**config.mk**
```make
export PLATFORM = sky130hd
export DESIGN_NAME = pipe_stage
export DESIGN_NICKNAME = d
export VERILOG_FILES = /design/src/rtl/mips_pkg.sv /design/src/rtl/pipe_skid.sv /design/src/rtl/pipe_stage.sv
export SDC_FILE = /design/constraint.sdc
export NUM_CORES = 1
export LEC_CHECK = 0
export ABC_CLOCK_PERIOD_IN_PS = 1610
export BUFFER_PORTS_ARGS = -buffer_cell sky130_fd_sc_hd__buf_2
export CAP_MARGIN = 20
export CORE_ASPECT_RATIO = 1.25
export CORE_MARGIN = 2
export CORE_UTILIZATION = 40
export CTS_CLUSTER_DIAMETER = 60
export DETAILED_ROUTE_END_ITERATION = 10
export PLACE_DENSITY_LB_ADDON = 0.2
export SYNTH_ARGS = -nofsm -noshare
export SYNTH_HDL_FRONTEND = slang
export SYNTH_SLANG_ARGS = --single-unit
export TNS_END_PERCENT = 20
```
**constraint.sdc**
```tcl
create_clock -name reloj -period 1.61 [get_ports reloj]
set_input_delay 0.322 -clock reloj [delete_from_list [all_inputs] [get_ports reloj]]
set_output_delay 0.322 -clock reloj [all_outputs]
set_load 0.005 [all_outputs]
```
**src/rtl/mips_pkg.sv**
```systemverilog
// Shared MIPS pipeline constants: default latch widths and the NOP control encoding.
// Imported by pipe_stage and pipe_skid.
package mips_pkg;

  localparam int unsigned DATA_W_DEF = 32;
  localparam int unsigned CTRL_W_DEF = 5;
  localparam int unsigned CNT_W_DEF  = 16;

  // A NOP bubble is an all-zero control bundle at any width; replicate this bit.
  localparam logic CTRL_NOP_BIT = 1'b0;

endpackage

```
**src/rtl/pipe_skid.sv**
```systemverilog
// One-entry skid register for pipe_stage: holds a word accepted while the output
// register is stalled. Instantiated only when PIPE_STAGE_SKID_EN is defined.
module pipe_skid
  import mips_pkg::*;
#(
  parameter int unsigned DATA_W = DATA_W_DEF,
  parameter int unsigned CTRL_W = CTRL_W_DEF
) (
  input  logic              reloj,
  input  logic              resetM,
  input  logic              clear,
  input  logic              load,
  input  logic              unload,
  input  logic [DATA_W-1:0] in_data,
  input  logic [CTRL_W-1:0] in_ctrl,
  output logic              skid_valid,
  output logic [DATA_W-1:0] skid_data,
  output logic [CTRL_W-1:0] skid_ctrl
);

  logic              valid_q;
  logic [DATA_W-1:0] data_q;
  logic [CTRL_W-1:0] ctrl_q;

  always_ff @(posedge reloj or negedge resetM) begin
    if (!resetM) begin
      valid_q <= 1'b0;
      data_q  <= '0;
      ctrl_q  <= {CTRL_W{CTRL_NOP_BIT}};
    end else if (clear) begin
      valid_q <= 1'b0;
      ctrl_q  <= {CTRL_W{CTRL_NOP_BIT}};
    end else if (load) begin
      valid_q <= 1'b1;
      data_q  <= in_data;
      ctrl_q  <= in_ctrl;
    end else if (unload) begin
      valid_q <= 1'b0;
    end
  end

  assign skid_valid = valid_q;
  assign skid_data  = data_q;
  assign skid_ctrl  = ctrl_q;

endmodule

```
**src/rtl/pipe_stage.sv**
```systemverilog
// Elastic pipeline latch (IF_ID/ID_EX/EX_MEM/MEM_WB) with flush-to-NOP and a saturating
// back-pressure counter. Define PIPE_STAGE_SKID_EN to add a one-entry skid buffer.
module pipe_stage
  import mips_pkg::*;
#(
  parameter int unsigned DATA_W = DATA_W_DEF,
  parameter int unsigned CTRL_W = CTRL_W_DEF,
  parameter int unsigned CNT_W  = CNT_W_DEF
) (
  input  logic              reloj,
  input  logic              resetM,
  input  logic              flush,
  input  logic              in_valid,
  output logic              in_ready,
  input  logic [DATA_W-1:0] in_data,
  input  logic [CTRL_W-1:0] in_ctrl,
  output logic              out_valid,
  input  logic              out_ready,
  output logic [DATA_W-1:0] out_data,
  output logic [CTRL_W-1:0] out_ctrl,
  output logic [CNT_W-1:0]  stall_cnt
);

  logic              rdy_q;
  logic              out_valid_q, out_valid_d;
  logic [DATA_W-1:0] out_data_q, out_data_d;
  logic [CTRL_W-1:0] out_ctrl_q, out_ctrl_d;
  logic [CNT_W-1:0]  stall_q, stall_d;
  logic              in_fire;
  logic              out_load;

  // Keeps in_ready low until the first rising edge after reset release.
  always_ff @(posedge reloj or negedge resetM) begin
    if (!resetM) begin
      rdy_q <= 1'b0;
    end else begin
      rdy_q <= 1'b1;
    end
  end

`ifdef PIPE_STAGE_SKID_EN
  logic              skid_valid;
  logic              skid_load;
  logic              skid_unload;
  logic [DATA_W-1:0] skid_data;
  logic [CTRL_W-1:0] skid_ctrl;

  assign in_ready = rdy_q && !skid_valid && !flush;

  pipe_skid #(
    .DATA_W(DATA_W),
    .CTRL_W(CTRL_W)
  ) u_skid (
    .reloj     (reloj),
    .resetM    (resetM),
    .clear     (flush),
    .load      (skid_load),
    .unload    (skid_unload),
    .in_data   (in_data),
    .in_ctrl   (in_ctrl),
    .skid_valid(skid_valid),
    .skid_data (skid_data),
    .skid_ctrl (skid_ctrl)
  );
`else
  assign in_ready = rdy_q && !flush && (!out_valid_q || out_ready);
`endif

  assign in_fire  = in_valid && in_ready;
  assign out_load = !out_valid_q || out_ready;

  always_comb begin
    out_valid_d = out_valid_q;
    out_data_d  = out_data_q;
    out_ctrl_d  = out_ctrl_q;
`ifdef PIPE_STAGE_SKID_EN
    skid_load   = 1'b0;
    skid_unload = 1'b0;
`endif
    if (flush) begin
      out_valid_d = 1'b0;
      out_ctrl_d  = {CTRL_W{CTRL_NOP_BIT}};
    end else if (out_load) begin
`ifdef PIPE_STAGE_SKID_EN
      // The skid entry is older than anything at the input, so it drains first.
      if (skid_valid) begin
        out_valid_d = 1'b1;
        out_data_d  = skid_data;
        out_ctrl_d  = skid_ctrl;
        skid_unload = 1'b1;
      end else if (in_fire) begin
`else
      if (in_fire) begin
`endif
        out_valid_d = 1'b1;
        out_data_d  = in_data;
        out_ctrl_d  = in_ctrl;
      end else begin
        out_valid_d = 1'b0;
      end
    end
`ifdef PIPE_STAGE_SKID_EN
    else if (in_fire) begin
      skid_load = 1'b1;
    end
`endif
  end

  always_comb begin
    stall_d = stall_q;
    if (out_valid_q && !out_ready && !flush && (stall_q != {CNT_W{1'b1}})) begin
      stall_d = stall_q + CNT_W'(1);
    end
  end

  always_ff @(posedge reloj or negedge resetM) begin
    if (!resetM) begin
      out_valid_q <= 1'b0;
      out_data_q  <= '0;
      out_ctrl_q  <= {CTRL_W{CTRL_NOP_BIT}};
      stall_q     <= '0;
    end else begin
      out_valid_q <= out_valid_d;
      out_data_q  <= out_data_d;
      out_ctrl_q  <= out_ctrl_d;
      stall_q     <= stall_d;
    end
  end

  assign out_valid = out_valid_q;
  assign out_data  = out_data_q;
  assign out_ctrl  = out_ctrl_q;
  assign stall_cnt = stall_q;

endmodule

```
==> results.md <==
- Outcome: finished, violations left
- Failing checks: negative hold slack, negative setup slack
- First-pass GRT wire length: around 7.5 mm
- Routability cong.: a little under 0.8
- Insertion delay to the later sink of the worst-skew pair: 300 ps
- Ys async rst share: 1.00
- Req. time, crit path: between 1500 and 2000 ps
- IO Port Bufs: 96
- Die width: 71.4 um
- Count of hold-fix buffers inserted at cts: 0
- Internal Pwr Total: 2440 uW
- Crit path max-delay family: simple AND/OR/NAND/NOR gates
- Fin cells: between 300 and 400
- YS warnings: 0
- Power share of the sequential group: 0.529
- Placed instance area: between 3000 and 4000 um2
- DR pass1 iterations: 4
- Area growth syn-to-layout: 42.8%
- Vias in the first global route: about 1,600
- Reg area: about 1400 um2
- Power Dens Cells: 999 nW/um2
- CP Capture Type: register
- Slew Limit Fails: 0
- Initial antenna violation count: 0
- Yosys reg bits: 55
- Hold Vio Cnt, Final: 5
- Cts bufs inserted: 5
- Die H: between 80 and 90 um
- Min Tclk post-route: around 1700 ps
- Vias post-DR: roughly 1,700
- Final HPWL DP: 3.48 mm
- Max-cap violations: 0
- Bufs on Longest Clock Path: 2
- P_leak: about 0.0017 uW
- DRC viols: 0
- Cells after synthesis: 170
- Post-route ant nets: 0
- CTS sink count: 55
- Area of the multi-input gates: 966 um2
- Iter 0 DRT Violations: 46
- N_diodes: 0
- Pre-CTS setup slack: -209 ps
- Combinational power share: 0.204
- Hold WC Path Type: primary input to asynchronous set/reset pin
- Register-to-Register Path Depth: 4
- Final WL: 4.78 mm
- Std cell rows: 30
- Layout cells sized above 1: 0.611
- Routed length per placed instance: ~13 um
- CP Max Fanout: 2
- Sum Neg Setup Slack: -66.7 ps
- Minimum hold slack: -7.41 ps
- Levels on crit path: 4
- Critical path type: register to register
- RSZ-0062 raised after global routing: yes
- FMAX: 599 MHz
- CTS tree: yes
- Sw frac: 0.247
- Largest net degree at the start of global routing: between 50 and 60
- Final setup fails: 2
- Post-Syn Area per Cell: between 10 and 15 um2
- Number of H-tree levels: 2
- Number of synthesized flops with an enable pin: 0
- Initial core utilization: 0.417
- CTS clk-pin slew, worst paths: 90 ps
- Startpoint type of the worst setup path: register
- Core area: 5440 um2
- Via density: 4.88
- Final Worst Setup Slack: -58.3 ps
- Final net count: ~340
- Worst-path cell with the longest stage delay: or4_4
- Main synth FF type: dfrtp_1
- Fillcell total: ~470
- # IOs: a little under 100
- Design Area, Final: 3240 um2
- Final Skew: 6.06 ps
- Placed cells: approximately 350
- Peak VDD IR: a little under 0.4 mV
- Die ar.: 6300 um2
- GR Overflow Total: 0
- Final period util: 1.04
- Clk root buf: clkbuf_8
- Clock network power share: 0.267
- Register area share after synthesis: 0.606
- Post-Syn Nets: approximately 210
- Count of different cell masters after synthesis: 35
- Mapped Area: about 2300 um2
- CP Cell Sequence: nand4_2 > or2_1 > or4_4 > mux2_4
- CP Buf/Inv Count: 0
- Total GRT Usage: 0.153
- CP Data Arrival Time: between 1500 and 2000 ps
- Core Util, Final: 0.596
- Psw: 802 uW
- CP max stage delay: 490 ps
## sequential cells by signal, indices dropped and copies added, names as in the netlist
register   count
out_ctrl       5
out_valid      1
out_data      32
rdy_q          1
stall_cnt     16
## power groups by stage
| stage | clock network [uW] | logic, uW | registers, uW |
|---|---|---|---|
| 2_1_floorplan | 0 | 247 | 1750 |
| 3_3_place_gp | 0 | 629 | 1730 |
| 3_5_place_dp | 0 | 640 | 1730 |
| 4_1_cts | 901 | 646 | 1710 |
| 5_1_grt | 957 | 734 | 1740 |
| 6_report | 866 | 660 | 1720 |
## metal layers
layer,routed length (um),global-route usage,vias to the layer above
li1,-,-,838
met1,1950,0.191,840
met2,2410,0.257,58
met3,344,0.0433,7
met4,71,0.0515,0
met5,0,0,-
## layout make-up
type,instances,area share
Clock buffer,6,0.0224
Clock inverter,1,0.00926
Inverter,7,0.00810
Multi-Input combinational cell,103,0.298
Sequential cell,55,0.424
Tap cell,64,0.0247
Timing Repair Buffer,121,0.214
## final timing paths
check | from | to | slack [ps]
max | stall_cnt[6] | stall_cnt[15] | -60
min reg2reg | out_data[31] | out_data[31] | 510
min in group reloj | in_data[26] | out_data[26] | 250
max in group asynchronous | resetM | out_data[3] | 1360
max reg2reg | stall_cnt[6] | stall_cnt[15] | -60
min | resetM | out_data[21] | -7
## what timing repair did
item | CTS | global route
setup buffers | 0 | 2
resized for setup | 10 | 12
endpoints found under the setup margin | 9 | 44
endpoints found under the hold margin | 0 | 0
cloned | 0 | 0
pin swaps | 2 | 2
## cells by family after synthesis
group           share of synthesized area
flops                               0.606
simple gates                        0.126
mux                                 0.169
xor+xnor                           0.0463
buf+inv                            0.0209
compound gates                     0.0259
fa+ha+maj                         0.00551
other cells                       0.00165
## cell usage after synthesis, types with 2 or more instances
cell / count / area share
clkbuf_1: 3 / 0.0050
nand3_1: 4 / 0.0088
o21ai_0: 5 / 0.011
buf_2: 2 / 0.0044
inv_1: 7 / 0.012
dfrtp_1: 55 / 0.61
nor3_1: 5 / 0.011
nand4_1: 2 / 0.0055
nor4b_1: 2 / 0.0077
xor2_1: 10 / 0.039
nand3b_1: 5 / 0.017
nand2_1: 6 / 0.0099
nand4_2: 2 / 0.011
mux2_2: 33 / 0.16
xnor2_1: 2 / 0.0077
nor3b_1: 2 / 0.0066
nor2_1: 6 / 0.0099
a21oi_1: 2 / 0.0044
## through the flow
stage	power [uW]	hold slack [ps]
2_1_floorplan	2000	26.4
3_3_place_gp	2350	344
3_5_place_dp	2370	345
4_1_cts	3250	10.3
5_1_grt	3430	4.75
6_report	3240	-7.41
## cells in the final DEF, fill, tap and decap left out, drive strengths merged, types with 2 or more instances in the layout
cell type | synthesis | final
xnor2 | 2 | 2
a21oi | 2 | 2
nor3b | 3 | 3
or2 | 2 | 2
nand3 | 4 | 4
nand3b | 5 | 5
dfrtp | 55 | 55
nor4b | 2 | 2
nand4 | 4 | 4
nor3 | 5 | 5
xor2 | 10 | 10
clkbuf | 3 | 6
buf | 2 | 121
o21ai | 5 | 5
nor2 | 6 | 6
nand2 | 6 | 6
inv | 7 | 7
mux2 | 34 | 34
(Power assumes the default switching activity.)
